## config.mk

```make
export PLATFORM = sky130hd
export DESIGN_NAME = pwm_soft_start_ctrl
export DESIGN_NICKNAME = d
export VERILOG_FILES = /design/src/rtl/pwm_ctrl_pkg.sv /design/src/rtl/pwm_soft_start_ctrl_tick.sv /design/src/rtl/pwm_soft_start_ctrl.sv
export SDC_FILE = /design/constraint.sdc
export NUM_CORES = 1
export LEC_CHECK = 0
export ABC_AREA = 1
export ABC_CLOCK_PERIOD_IN_PS = 4200
export BUFFER_PORTS_ARGS = -buffer_cell sky130_fd_sc_hd__buf_4
export CAP_MARGIN = 5
export CORE_MARGIN = 8
export CORE_UTILIZATION = 58
export DETAILED_ROUTE_END_ITERATION = 16
export PLACE_DENSITY = 0.83
export SYNTH_ARGS = -nofsm -noshare
export SYNTH_HDL_FRONTEND = slang
export SYNTH_SLANG_ARGS = --single-unit
```

## constraint.sdc

```tcl
create_clock -name clk -period 4.2 [get_ports clk]
set_input_delay 0.84 -clock clk [delete_from_list [all_inputs] [get_ports clk]]
set_output_delay 0.84 -clock clk [all_outputs]
set_load 0.005 [all_outputs]
```

## src/rtl/pwm_ctrl_pkg.sv

```systemverilog
// Shared types, constants and duty-step helpers for the PWM soft-start controller.
package pwm_ctrl_pkg;
  localparam int DUTY_W      = 8;
  localparam int NCH_DEFAULT = 16;

  typedef enum logic [1:0] {OFF, RAMP, ON, RAMP_DOWN} ctrl_state_t;

  // A programmed step of 0 behaves as 1, so a ramp can never stall.
  function automatic logic [DUTY_W:0] eff_step(input logic [DUTY_W-1:0] raw);
    return (raw == '0) ? (DUTY_W+1)'(1) : {1'b0, raw};
  endfunction

  // Move cur toward tgt by s. The arithmetic is 9 bits wide, so the
  // result clamps at tgt instead of overshooting or wrapping.
  function automatic logic [DUTY_W-1:0] step_sat(input logic [DUTY_W-1:0] cur,
                                                 input logic [DUTY_W-1:0] tgt,
                                                 input logic [DUTY_W:0]   s);
    logic [DUTY_W:0]   sum;
    logic [DUTY_W:0]   gap;
    logic [DUTY_W-1:0] res;
    sum = {1'b0, cur} + s;
    gap = {1'b0, cur} - {1'b0, tgt};
    if (cur < tgt) res = (sum > {1'b0, tgt}) ? tgt : sum[DUTY_W-1:0];
    else           res = (s >= gap) ? tgt : (cur - s[DUTY_W-1:0]);
    return res;
  endfunction
endpackage

```

## src/rtl/pwm_soft_start_ctrl_tick.sv

```systemverilog
// Ramp prescaler: while run is high, fires tick once every div+1 cycles.
module ramp_tick_gen #(
  parameter int DIV_W = 16
) (
  input  logic             clk,
  input  logic             rst,
  input  logic             run,
  input  logic             clear,
  input  logic [DIV_W-1:0] div,
  output logic             tick
);
  logic [DIV_W-1:0] cnt;

  // Uses >= rather than ==. If div is lowered below the current count,
  // the tick fires at once instead of waiting for the counter to wrap.
  assign tick = run && (cnt >= div);

  // The count restarts on a tick, on state entry, or while idle. It never
  // passes div, so it never wraps.
  always_ff @(posedge clk or posedge rst) begin
    if (rst)                        cnt <= '0;
    else if (clear || !run || tick) cnt <= '0;
    else                            cnt <= cnt + 1'b1;
  end
endmodule

```

## src/rtl/pwm_soft_start_ctrl.sv

```systemverilog
// Ramps the PWM duty toward the target in timed steps and gates channel
// enables. Provides soft-start on master_en rise and soft-stop on fall.
module pwm_soft_start_ctrl
  import pwm_ctrl_pkg::*;
#(
  parameter int DIV_W  = 16,
  parameter int STEP_W = 4,
  parameter int NCH    = NCH_DEFAULT
) (
  input  logic              clk,
  input  logic              rst,
  input  logic              master_en,
  input  logic [DUTY_W-1:0] target_duty,
  input  logic [DIV_W-1:0]  ramp_div,
  input  logic [STEP_W-1:0] ramp_step,
  input  logic [NCH-1:0]    en_pwm_in,
  output logic [DUTY_W-1:0] duty_out,
  output logic [NCH-1:0]    en_pwm_out,
  output logic              busy,
  output logic              done
);
  ctrl_state_t       state_q, state_n;
  logic [DUTY_W-1:0] duty_q, duty_n;
  logic              gate_q, gate_n;
  logic              busy_q, busy_n;
  logic              done_q, done_n;
  logic [DUTY_W:0]   s;
  logic              run, clear, tick;

  assign s     = eff_step(DUTY_W'(ramp_step));
  assign run   = (state_q == RAMP) || (state_q == RAMP_DOWN);
  assign clear = (state_n != state_q) && ((state_n == RAMP) || (state_n == RAMP_DOWN));

  ramp_tick_gen #(.DIV_W(DIV_W)) u_tick (
    .clk   (clk),
    .rst   (rst),
    .run   (run),
    .clear (clear),
    .div   (ramp_div),
    .tick  (tick)
  );

  // State register and registered outputs.
  always_ff @(posedge clk or posedge rst) begin
    if (rst) begin
      state_q <= OFF;
      duty_q  <= '0;
      gate_q  <= 1'b0;
      busy_q  <= 1'b0;
      done_q  <= 1'b0;
    end else begin
      state_q <= state_n;
      duty_q  <= duty_n;
      gate_q  <= gate_n;
      busy_q  <= busy_n;
      done_q  <= done_n;
    end
  end

  // Next-state and datapath. Dropping master_en takes priority over a
  // completion or retarget in the same cycle.
  always_comb begin
    state_n = state_q;
    duty_n  = duty_q;
    gate_n  = gate_q;
    done_n  = 1'b0;
    unique case (state_q)
      OFF: begin
        duty_n = '0;
        gate_n = 1'b0;
        if (master_en) begin
          state_n = RAMP;
          gate_n  = 1'b1;
        end
      end
      RAMP: begin
        if (!master_en) state_n = RAMP_DOWN;
        else if (tick) begin
          duty_n = step_sat(duty_q, target_duty, s);
          if (duty_n == target_duty) begin
            state_n = ON;
            done_n  = 1'b1;
          end
        end
      end
      ON: begin
        if (!master_en)                 state_n = RAMP_DOWN;
        else if (target_duty != duty_q) state_n = RAMP;
      end
      RAMP_DOWN: begin
        // Re-enabling resumes from the current duty, so the gate never drops.
        if (master_en) state_n = RAMP;
        else if (tick) begin
          duty_n = step_sat(duty_q, '0, s);
          if (duty_n == '0) begin
            state_n = OFF;
            gate_n  = 1'b0;
            done_n  = 1'b1;
          end
        end
      end
      default: state_n = OFF;
    endcase
    busy_n = (state_n == RAMP) || (state_n == RAMP_DOWN);
  end

  assign duty_out   = duty_q;
  assign en_pwm_out = en_pwm_in & {NCH{gate_q}};
  assign busy       = busy_q;
  assign done       = done_q;
endmodule

```

==> results of run 1 <==
[cells by family after synthesis]
logic type      count (synthesis)  synth area share
simple gates                  331             0.401
buf+inv                       115             0.122
compound gates                 48            0.0756
fa+ha+maj                      48             0.160
flops                          28             0.180
xor+xnor                       27            0.0608
[power breakdown]
part | leakage, nW | total (W) | switching [W] | internal, W
clock network | 0.0288 | 0.000167 | 0.0000833 | 0.0000840
logic | 2.50 | 0.00356 | 0.00197 | 0.00158
registers | 0.363 | 0.000511 | 0.000172 | 0.000339
[final timing paths]
path	from	to	slack, ns	cells after the start
max	ramp_step[2]	u_tick.cnt[13]	-0.28	31
min	u_tick.cnt[0]	u_tick.cnt[0]	0.52	1
max reg2reg	duty_out[0]	u_tick.cnt[13]	0.13	27
min reg2reg	u_tick.cnt[0]	u_tick.cnt[0]	0.52	1
max in group asynchronous	rst	u_tick.cnt[11]	2.77	2
min in group asynchronous	rst	u_tick.cnt[15]	0.81	2
[per-stage QoR]
stage	worst slack [ns]	TNS, ns
3_5_place_dp	-0.485	-7.90
6_report	-0.283	-4.82
2_1_floorplan	-0.0427	-0.412
3_3_place_gp	-0.413	-6.97
4_1_cts	-0.102	-1.47
5_1_grt	-0.567	-10.14
[worst max-delay path, delay by kind of cell]
family                   cells  cell delay, ns
buffers and inverters        6            0.60
adder cells (fa/ha/maj)      3            0.79
AO/OA/AOI/OAI                6            0.97
AND/OR/NAND/NOR             15            1.24
XOR/XNOR                     1            0.18
[per-layer routing]
layer | vias to the layer above | routed length, um | share of wire | global-route usage
met4 | 0 | 361 | 0.030 | 0.0875
met3 | 40 | 772 | 0.064 | 0.0334
met2 | 165 | 6280 | 0.52 | 0.457
met5 | - | 0 | 0 | 0
met1 | 2030 | 4690 | 0.39 | 0.263
li1 | 2164 | - | - | -
[registers in the layout, indices dropped and copies added (netlist names)]
signal	flops
done	1
duty_out	8
gate_q	1
state_q	2
u_tick.cnt	16
[cells in the mapped netlist (5+ instances only)]
library cell / n
sky130_fd_sc_hd__a21oi_1: 19
sky130_fd_sc_hd__a31oi_1: 9
sky130_fd_sc_hd__buf_2: 5
sky130_fd_sc_hd__clkbuf_1: 6
sky130_fd_sc_hd__dfrtp_1: 28
sky130_fd_sc_hd__ha_1: 45
sky130_fd_sc_hd__inv_1: 94
sky130_fd_sc_hd__nand2_1: 159
sky130_fd_sc_hd__nand2_2: 7
sky130_fd_sc_hd__nand3_1: 63
sky130_fd_sc_hd__nand3b_1: 6
sky130_fd_sc_hd__nand4_1: 21
sky130_fd_sc_hd__nor2_1: 46
sky130_fd_sc_hd__nor2_4: 11
sky130_fd_sc_hd__nor3_1: 5
sky130_fd_sc_hd__o21ai_0: 9
sky130_fd_sc_hd__xnor2_1: 9
sky130_fd_sc_hd__xor2_1: 18
[final cells by class]
type	instances	area [um2]
clock buffers	4	55.1
fillers	477	1410
inverters	99	392
multi-input cells	454	2930
flip-flops and latches	28	701
well taps	80	100
repair buffers	133	1060
[what timing repair did]
action | in CTS | in global routing
setup endpoints to repair | 17 | 19
pin swaps | 8 | 32
buffers inserted | 8 | 2
resized for setup | 14 | 32
gates cloned | 1 | 0
==> PnR_summary.wiki, run 1 <==
{| class="wikitable"
! Metric !! Value
|-
| Status || finished with violations
|-
| Failing checks || negative setup slack
|-
| Total power after layout || 0.00424 W
|-
| H-tree depth reported by CTS || 1
|-
| Row count || 30
|-
| Proportion of register bits with asynchronous set or reset after synthesis || 1.00
|-
| Maximum vdd drop || 0.000758 V
|-
| Number of distinct library cells after synthesis || 42
|-
| Top-level I/O count || 73
|-
| DIE WIDTH || 97.9 um
|-
| Effective utilization at floorplan || 0.585
|-
| Floorplan core area || 6640 um2
|-
| Least-Margin Pin Slew || 1.03 ns
|-
| # DRC || 0
|-
| Clock tree sinks || 28
|-
| Post-route cell area || 5240 um2
|-
| Last weighted congestion value of the routability-driven placer || 1.07
|-
| Worst Hold Slack || 0.517 ns
|-
| Clock period minus final worst setup slack || 4.48 ns
|-
| Half-perimeter wire length after detailed placement || 9.41 mm
|-
| Category of the most critical setup path || primary input to flip-flop
|-
| Number of antenna violations at the first check in global routing || 0
|-
| Grt ovf || 0
|-
| Height of the chip || 97.9 um
|-
| Synth Area per Inst || 6.51 um2
|-
| Count of hold buffers inserted by post-cts repair || 0
|-
| Count of input and output buffers || 72
|-
| Finish-stage setup viols || 19
|-
| Area of the die || 9580 um2
|-
| Top area cells in the synthesized netlist || sky130_fd_sc_hd__dfrtp_1 (18%), sky130_fd_sc_hd__nand2_1 (15%), sky130_fd_sc_hd__ha_1 (14%)
|-
| Detailed-route vias per instance || 5.51
|-
| Library cell with the largest summed area after synthesis || sky130_fd_sc_hd__dfrtp_1
|-
| Worst-path maximum fanout || 8
|-
| First-pass GRT wire length || 19.4 mm
|-
| Area share of the largest cell type after synthesis || 0.180
|-
| Global router's overall resource usage || 0.241
|-
| Unrepaired setup endpoints after global routing || yes
|-
| Final cell count without fillers || 798
|-
| Syn Nets || 692
|-
| Top achievable clock speed || 0.223 GHz
|-
| Total Wirelength || 12.1 mm
|-
| Worst hold path class || flip-flop to flip-flop
|-
| CTS root buf || sky130_fd_sc_hd__clkbuf_8
|-
| Most common flop cell mapped by yosys || sky130_fd_sc_hd__dfrtp_1
|-
| Sort of element at the start of the critical path || primary input
|-
| Post-DR wirelength/cell || 15.2 um
|-
| Layout-stage area growth over the synthesis result || 34.7%
|-
| Vias || 4399
|-
| Number of global-route vias before repair || 4306
|-
| Number of routed nets with antenna violations || 0
|-
| Clock latency on the worst-skew pair || 0.28 ns
|-
| Cell leakage power || 2.89 nW
|-
| CTS Buf Count || 3
|-
| Power per unit of standard cell area || 809 nW/um2
|-
| Final hold viol count || 0
|-
| Final period utilization || 1.07
|-
| Commonest non-fill, non-tap cell in the layout || sky130_fd_sc_hd__nand2_1
|-
| Diode insertion count for antenna repair || 0
|-
| Mapped Area || 3890 um2
|-
| First DRT Iteration DRCs || 239
|-
| Max Root-Sink Buffers || 2
|-
| DP Cell Count || 783
|-
| First drt pass iteration count || 6
|-
| Portion of the post-synthesis area used by sequential elements || 0.180
|-
| Worst Slack Setup Final || -0.283 ns
|-
| Slowest stage cell on the critical path || sky130_fd_sc_hd__fa_2
|-
| Number of warnings reported in the yosys synthesis log || 0
|-
| Placed standard-cell area || 4900 um2
|-
| Utilization of the core after routing || 0.788
|-
| Final-stage net count || 814
|-
| Max incr delay on CP || 0.40 ns
|-
| Data arrival at the endpoint of the critical path || 4.65 ns
|-
| CTS clock-pin slew for the worst setup and hold paths || 0.09 ns
|-
| Max capacitance violation total || 0
|-
| Worst rel slew slack || 0.314
|-
| CP required || 4.37 ns
|-
| Nature of the critical path endpoint || flip-flop
|-
| Synthesized netlist cell count || 597
|-
| Fraction of layout instances using a drive strength above 1 || 0.305
|-
| Number of synthesized register bits || 28
|-
| Commonest cells after routing, fill and taps aside || sky130_fd_sc_hd__nand2_1 (139), sky130_fd_sc_hd__buf_4 (127), sky130_fd_sc_hd__inv_1 (89), sky130_fd_sc_hd__nand3_1 (61), sky130_fd_sc_hd__ha_1 (42)
|-
| Number of enable-type register cells in the synthesized netlist || 0
|-
| Count of pins over their slew limit || 0
|-
| Largest net degree at the start of global routing || 29
|-
| Clock skew after layout || 0.00331 ns
|-
| CTS tree || done
|}
(Power assumes the default switching activity.)
==> run 2: changes to the inputs <==
--- a/config.mk
+++ b/config.mk
@@ -13,6 +13,7 @@
 export CORE_UTILIZATION = 58
 export DETAILED_ROUTE_END_ITERATION = 16
 export PLACE_DENSITY = 0.83
+export RECOVER_POWER = 25
 export SYNTH_ARGS = -nofsm -noshare
 export SYNTH_HDL_FRONTEND = slang
 export SYNTH_SLANG_ARGS = --single-unit
==> run 2 against run 1 <==
Largest cell class unchanged. First-iteration DRC count stayed put. Clock skew hardly changed. The run still ends with negative setup slack left. Critical path depth stayed put. Largest power group unchanged. Core utilization stayed put.
==> PnR_summary.wiki, run 2 (synthesis results as in run 1) <==
{| class="wikitable"
! Metric !! Value
|-
| CTS clock-pin slew for the worst setup and hold paths || 0.09 ns (about the same)
|-
| Number of antenna violations at the first check in global routing || 0 (unchanged)
|-
| First drt pass iteration count || 6 (unchanged)
|-
| Finish-stage setup viols || 19 (unchanged)
|-
| Filler cells || 477 (unchanged)
|-
| First DRT Iteration DRCs || 239 (unchanged)
|-
| Largest register FFs || 16 (unchanged)
|-
| Top-level I/O count || 73 (unchanged)
|-
| Slowest stage cell on the critical path || sky130_fd_sc_hd__fa_2 (unchanged)
|-
| Worst Slack Setup Final || -0.283 ns (about the same)
|-
| Vias || 4398 (was 4399)
|-
| Clock tree sinks || 28 (unchanged)
|-
| CTS Buf Count || 3 (unchanged)
|-
| CTS root buf || sky130_fd_sc_hd__clkbuf_8 (unchanged)
|-
| Worst rel slew slack || 0.314 (about the same)
|-
| Number of global-route vias before repair || 4306 (unchanged)
|-
| Largest net degree at the start of global routing || 29 (unchanged)
|-
| Final TNS setup || -4.82 ns (about the same)
|-
| Sort of element at the start of the critical path || primary input (unchanged)
|-
| Layout-stage area growth over the synthesis result || 34.7% (unchanged)
|-
| Worst hold path class || flip-flop to flip-flop (unchanged)
|-
| Max capacitance violation total || 0 (unchanged)
|-
| Multi-input logic area || 2930 um2 (unchanged)
|-
| Data arrival at the endpoint of the critical path || 4.65 ns (about the same)
|-
| Final cell count without fillers || 798 (unchanged)
|-
| Top achievable clock speed || 0.223 GHz (about the same)
|-
| Cell leakage power || 2.89 nW (about the same)
|-
| Failing checks || negative setup slack (unchanged)
|-
| Part of the total power dissipated in sequential elements || 0.121 (about the same)
|-
| Count of input and output buffers || 72 (unchanged)
|-
| Least-Margin Pin Slew || 1.03 ns (about the same)
|-
| Storage element area || 701 um2 (unchanged)
|-
| Grt ovf || 0 (unchanged)
|-
| Final-stage net count || 814 (unchanged)
|-
| # DRC || 0 (unchanged)
|-
| Combinational power share || 0.840 (about the same)
|-
| Worst Hold Slack || 0.517 ns (unchanged)
|-
| Post-DR wirelength/cell || 15.2 um (about the same)
|-
| Row count || 30 (unchanged)
|-
| CP top delay family || simple AND/OR/NAND/NOR gates (unchanged)
|-
| Last weighted congestion value of the routability-driven placer || 1.07 (unchanged)
|-
| Clock latency on the worst-skew pair || 0.28 ns (about the same)
|-
| Effective utilization at floorplan || 0.585 (unchanged)
|-
| DP Cell Count || 783 (unchanged)
|-
| Category of the most critical setup path || primary input to flip-flop (unchanged)
|-
| Area of the die || 9580 um2 (unchanged)
|-
| Switching component of the power || 0.00223 W (about the same)
|-
| CP required || 4.37 ns (about the same)
|-
| Relative contribution of the clock network to total power || 0.040 (about the same)
|-
| Maximum vdd drop || 0.000758 V (about the same)
|-
| Final hold viol count || 0 (unchanged)
|-
| Worst-path maximum fanout || 8 (unchanged)
|-
| Count of hold buffers inserted by post-cts repair || 0 (unchanged)
|-
| Max incr delay on CP || 0.40 ns (about the same)
|-
| Switching fraction of total power || 0.526 (about the same)
|-
| Worst path bufs/invs || 6 (unchanged)
|-
| Register name with the most flops || u_tick.cnt (unchanged)
|-
| Internal cell power || 0.00201 W (about the same)
|-
| Final period utilization || 1.07 (about the same)
|-
| Clock period minus final worst setup slack || 4.48 ns (about the same)
|-
| Total Wirelength || 12.1 mm (about the same)
|-
| Status || finished with violations (unchanged)
|-
| Commonest non-fill, non-tap cell in the layout || sky130_fd_sc_hd__nand2_1 (unchanged)
|-
| Max Root-Sink Buffers || 2 (unchanged)
|-
| Commonest cells after routing, fill and taps aside || sky130_fd_sc_hd__nand2_1 (139), sky130_fd_sc_hd__buf_4 (126), sky130_fd_sc_hd__inv_1 (89), sky130_fd_sc_hd__nand3_1 (61), sky130_fd_sc_hd__ha_1 (42) (was sky130_fd_sc_hd__nand2_1 (139), sky130_fd_sc_hd__buf_4 (127), sky130_fd_sc_hd__inv_1 (89), sky130_fd_sc_hd__nand3_1 (61), sky130_fd_sc_hd__ha_1 (42))
|-
| Diode insertion count for antenna repair || 0 (unchanged)
|-
| Half-perimeter wire length after detailed placement || 9.41 mm (unchanged)
|-
| Global router's overall resource usage || 0.241 (unchanged)
|-
| Count of pins over their slew limit || 0 (unchanged)
|-
| CTS tree || done (unchanged)
|-
| Floorplan core area || 6640 um2 (unchanged)
|-
| Height of the chip || 97.9 um (unchanged)
|-
| Detailed-route vias per instance || 5.51 (about the same)
|-
| Unrepaired setup endpoints after global routing || yes (unchanged)
|-
| Number of routed nets with antenna violations || 0 (unchanged)
|-
| First-pass GRT wire length || 19.4 mm (unchanged)
|-
| Power per unit of standard cell area || 809 nW/um2 (about the same)
|-
| H-tree depth reported by CTS || 1 (unchanged)
|-
| DIE WIDTH || 97.9 um (unchanged)
|-
| Clock skew after layout || 0.00336 ns (was 0.00331 ns)
|-
| Fraction of layout instances using a drive strength above 1 || 0.305 (unchanged)
|-
| Nature of the critical path endpoint || flip-flop (unchanged)
|}
[run 2: layout make-up]
type | instances | share of cell area
flip-flops and latches | 28 | 0.134
multi-input cells | 454 | 0.559
repair buffers | 133 | 0.203
inverters | 99 | 0.0748
clock buffers | 4 | 0.0105
well taps | 80 | 0.0191
[run 2: layer usage]
| metal | track usage | routed length (um) |
|---|---|---|
| met5 | 0 | 0 |
| met4 | 0.0875 | 361 |
| met3 | 0.0334 | 767 |
| met2 | 0.457 | 6280 |
| met1 | 0.263 | 4700 |
[run 2: final timing paths]
kind                                    start  cells after the start        endpoint  slack, ns
worst min-delay path            u_tick.cnt[0]                      1   u_tick.cnt[0]       0.52
worst max-delay path             ramp_step[2]                     31  u_tick.cnt[13]      -0.28
worst max register to register    duty_out[0]                     27  u_tick.cnt[13]       0.13
max in group asynchronous                 rst                      2  u_tick.cnt[11]       2.77
min in group asynchronous                 rst                      2  u_tick.cnt[15]       0.81
worst min register to register  u_tick.cnt[0]                      1   u_tick.cnt[0]       0.52
[run 2: repair_timing]
action	CTS	global route
gates cloned	1	0
gates resized for setup	14	32
pin swaps	8	32
setup endpoints to repair	17	19
setup buffers	8	2
[run 2: metrics by stage]
stage          setup WS [ns]  utilization  total power (W)  area, um2
2_1_floorplan        -0.0427            -          0.00246       3960
3_3_place_gp          -0.413        0.737          0.00346       4900
3_5_place_dp          -0.485        0.737          0.00353       4900
4_1_cts               -0.102        0.765          0.00393       5080
5_1_grt               -0.567        0.788          0.00458       5240
6_report              -0.283        0.788          0.00424       5240
[run 2: power groups by stage]
stage / logic [W] / clock network (W) / registers, W
4_1_cts: 0.00326 / 0.000168 / 0.000500
6_report: 0.00356 / 0.000167 / 0.000511
3_3_place_gp: 0.00296 / 0 / 0.000499
2_1_floorplan: 0.00202 / 0 / 0.000434
3_5_place_dp: 0.00303 / 0 / 0.000504
5_1_grt: 0.00388 / 0.000177 / 0.000524
==> run 3: changes to the inputs <==
--- a/config.mk
+++ b/config.mk
@@ -7,7 +7,7 @@
 export LEC_CHECK = 0
 export ABC_AREA = 1
 export ABC_CLOCK_PERIOD_IN_PS = 4200
-export BUFFER_PORTS_ARGS = -buffer_cell sky130_fd_sc_hd__buf_4
+export BUFFER_PORTS_ARGS = -buffer_cell sky130_fd_sc_hd__buf_2
 export CAP_MARGIN = 5
 export CORE_MARGIN = 8
 export CORE_UTILIZATION = 58
==> run 3 against run 2 <==
The flow still finishes with violations (negative setup slack). Total power up 7.7%. Via count is 5.5% higher. Final cell count is 2.3% higher. Worst hold slack worse by 0.018 ns. Count of clock-buffer cells in the layout fell by 1. Global-route usage increased by 0.15 points. Non-clock buffer count is 18 higher. Critical path depth grew 1. Routed wire length increased by 4.8%. Final area is 0.88% higher. Fmax shrank 2.4%. Register-to-register slack got worse by 0.08 ns. Largest power group unchanged.
==> PnR_summary.wiki, run 3 (synthesis results as in run 1) <==
{| class="wikitable"
! Metric !! Value
|-
| Max capacitance violation total || 0 (unchanged)
|-
| Slowest stage cell on the critical path || sky130_fd_sc_hd__fa_2 (unchanged)
|-
| Top achievable clock speed || 0.218 GHz (was 0.223 GHz)
|-
| Clock latency on the worst-skew pair || 0.27 ns (was 0.28 ns)
|-
| First DRT Iteration DRCs || 342 (was 239)
|-
| Filler cells || 450 (was 477)
|-
| Effective utilization at floorplan || 0.585 (unchanged)
|-
| Area of the die || 9580 um2 (unchanged)
|-
| Row count || 30 (unchanged)
|-
| Global router's overall resource usage || 0.242 (was 0.241)
|-
| Largest register FFs || 16 (unchanged)
|-
| Multi-input logic area || 2970 um2 (was 2930 um2)
|-
| Total Wirelength || 12.7 mm (was 12.1 mm)
|-
| Data arrival at the endpoint of the critical path || 4.73 ns (was 4.65 ns)
|-
| Failing checks || negative setup slack (unchanged)
|-
| Cell depth of the worst hold path || 1 (unchanged)
|-
| CTS Buf Count || 3 (unchanged)
|-
| Commonest cells after routing, fill and taps aside || sky130_fd_sc_hd__nand2_1 (130), sky130_fd_sc_hd__inv_1 (89), sky130_fd_sc_hd__buf_4 (71), sky130_fd_sc_hd__buf_2 (69), sky130_fd_sc_hd__nand3_1 (56) (was sky130_fd_sc_hd__nand2_1 (139), sky130_fd_sc_hd__buf_4 (126), sky130_fd_sc_hd__inv_1 (89), sky130_fd_sc_hd__nand3_1 (61), sky130_fd_sc_hd__ha_1 (42))
|-
| H-tree depth reported by CTS || 1 (unchanged)
|-
| CTS tree || done (unchanged)
|-
| Storage element area || 701 um2 (unchanged)
|-
| Clock skew after layout || 0.00683 ns (was 0.00336 ns)
|-
| Worst Slack Setup Final || -0.392 ns (was -0.283 ns)
|-
| Final-stage net count || 832 (was 814)
|-
| Half-perimeter wire length after detailed placement || 9.19 mm (was 9.41 mm)
|-
| Fraction of layout instances using a drive strength above 1 || 0.340 (was 0.305)
|-
| Total power after layout || 0.00456 W (was 0.00424 W)
|-
| Cell leakage power || 2.96 nW (was 2.89 nW)
|-
| Vias || 4641 (was 4398)
|-
| Power per unit of standard cell area || 863 nW/um2 (was 809 nW/um2)
|-
| Register name with the most flops || u_tick.cnt (unchanged)
|-
| DIE WIDTH || 97.9 um (unchanged)
|-
| Layout-stage area growth over the synthesis result || 35.9% (was 34.7%)
|-
| First-pass GRT wire length || 19.8 mm (was 19.4 mm)
|-
| Commonest non-fill, non-tap cell in the layout || sky130_fd_sc_hd__nand2_1 (unchanged)
|-
| Worst rel slew slack || 0.326 (was 0.314)
|-
| CP required || 4.33 ns (was 4.37 ns)
|-
| Status || finished with violations (unchanged)
|-
| Floorplan core area || 6640 um2 (unchanged)
|-
| Length in cells of the worst reg-to-reg path || 28 (was 27)
|-
| Detailed-route vias per instance || 5.69 (was 5.51)
|-
| # DRC || 0 (unchanged)
|-
| Clock tree sinks || 28 (unchanged)
|-
| Number of antenna violations at the first check in global routing || 0 (unchanged)
|-
| Min-Delay Startpoint || u_tick.cnt[0] (unchanged)
|-
| Utilization of the core after routing || 0.795 (was 0.788)
|-
| Post-DR wirelength/cell || 15.5 um (was 15.2 um)
|-
| Count of input and output buffers || 72 (unchanged)
|-
| Count of pins over their slew limit || 0 (unchanged)
|-
| Worst-path maximum fanout || 8 (unchanged)
|-
| Height of the chip || 97.9 um (unchanged)
|-
| Diode insertion count for antenna repair || 0 (unchanged)
|-
| Final TNS setup || -6.40 ns (was -4.82 ns)
|-
| Unrepaired setup endpoints after global routing || yes (unchanged)
|-
| First drt pass iteration count || 6 (unchanged)
|-
| Least-Margin Pin Slew || 1.01 ns (was 1.03 ns)
|-
| CTS clock-pin slew for the worst setup and hold paths || 0.09 ns (about the same)
|-
| Setup WS pre-CTS || -0.536 ns (was -0.485 ns)
|-
| Nature of the critical path endpoint || flip-flop (unchanged)
|-
| Max Root-Sink Buffers || 2 (unchanged)
|-
| CTS root buf || sky130_fd_sc_hd__clkbuf_8 (unchanged)
|-
| Worst hold path class || flip-flop to flip-flop (unchanged)
|-
| Max incr delay on CP || 0.41 ns (was 0.40 ns)
|-
| Grt ovf || 0 (unchanged)
|-
| Number of global-route vias before repair || 4405 (was 4306)
|-
| Category of the most critical setup path || primary input to flip-flop (unchanged)
|-
| Endpoint of the worst hold-timing path || u_tick.cnt[0] (unchanged)
|-
| Top-level I/O count || 73 (unchanged)
|-
| Number of routed nets with antenna violations || 0 (unchanged)
|-
| CP dominant cell by count || sky130_fd_sc_hd__buf_4
|-
| Largest net degree at the start of global routing || 29 (unchanged)
|-
| Maximum vdd drop || 0.000714 V (was 0.000758 V)
|-
| Worst R2R Setup Slack || 0.05 ns (was 0.13 ns)
|-
| Sort of element at the start of the critical path || primary input (unchanged)
|-
| Final hold viol count || 0 (unchanged)
|-
| Worst r2r src || duty_out[0] (unchanged)
|-
| DP Cell Count || 785 (was 783)
|-
| Capture point of the worst reg-to-reg path || duty_out[7] (was u_tick.cnt[13])
|-
| Final period utilization || 1.09 (was 1.07)
|-
| Final cell count without fillers || 816 (was 798)
|-
| Finish-stage setup viols || 20 (was 19)
|-
| Last weighted congestion value of the routability-driven placer || 0.996 (was 1.07)
|-
| Clock period minus final worst setup slack || 4.59 ns (was 4.48 ns)
|}
-- run 3: where the power goes --
group | switching, W | internal (W)
clock network | 0.0000790 | 0.000127
registers | 0.000170 | 0.000339
logic | 0.00215 | 0.00170
-- run 3: per-stage QoR --
step | hold WS (ns) | area, um2
floorplan | 0.451 | 3960
global placement | 0.469 | 4730
detailed placement | 0.491 | 4730
CTS | 0.492 | 5060
global route | 0.502 | 5280
finish | 0.499 | 5280
-- run 3: critical path: cells and delay by family --
kind	cells	cell delay, ns
AOI/OAI and AO/OA	4	0.55
and+or+nand+nor	12	0.94
xor gates and xnor gates	1	0.17
adders and majority gates	3	0.91
buffers and inverters	12	1.31
-- run 3: layout make-up --
class,instances,area share
tap,80,0.0189
timing repair buffer,151,0.197
sequential,28,0.133
multi-input combinational,454,0.563
clock buffer,3,0.00781
clock inverter,1,0.00568
inverter,99,0.0746
-- run 3: repair_timing --
item,in CTS,in global routing
endpoints found under the hold margin,0,0
endpoints found under the setup margin,18,20
setup buffers,21,6
cloned,1,0
hold buffers,0,0
resized for setup,23,45
pin swaps,18,32
-- run 3: layer usage --
layer / track usage / vias up / part of all wire
li1: - / 2190 / -
met1: 0.277 / 2114 / 0.38
met2: 0.450 / 270 / 0.50
met3: 0.0270 / 67 / 0.079
met4: 0.0875 / 0 / 0.041
met5: 0 / - / 0
-- run 3: worst max path at each step --
| stage | start | end | slack (ns) | cells after the start |
|---|---|---|---|---|
| global route | ramp_step[1] | u_tick.cnt[5] | -0.59 | 35 |
| global placement | ramp_step[2] | u_tick.cnt[2] | -0.43 | 33 |
| detailed placement | ramp_step[2] | u_tick.cnt[2] | -0.54 | 34 |
| finish | ramp_step[1] | duty_out[7] | -0.39 | 32 |
| CTS | ramp_step[2] | u_tick.cnt[5] | -0.13 | 34 |
| floorplan | ramp_step[2] | u_tick.cnt[12] | -0.04 | 32 |
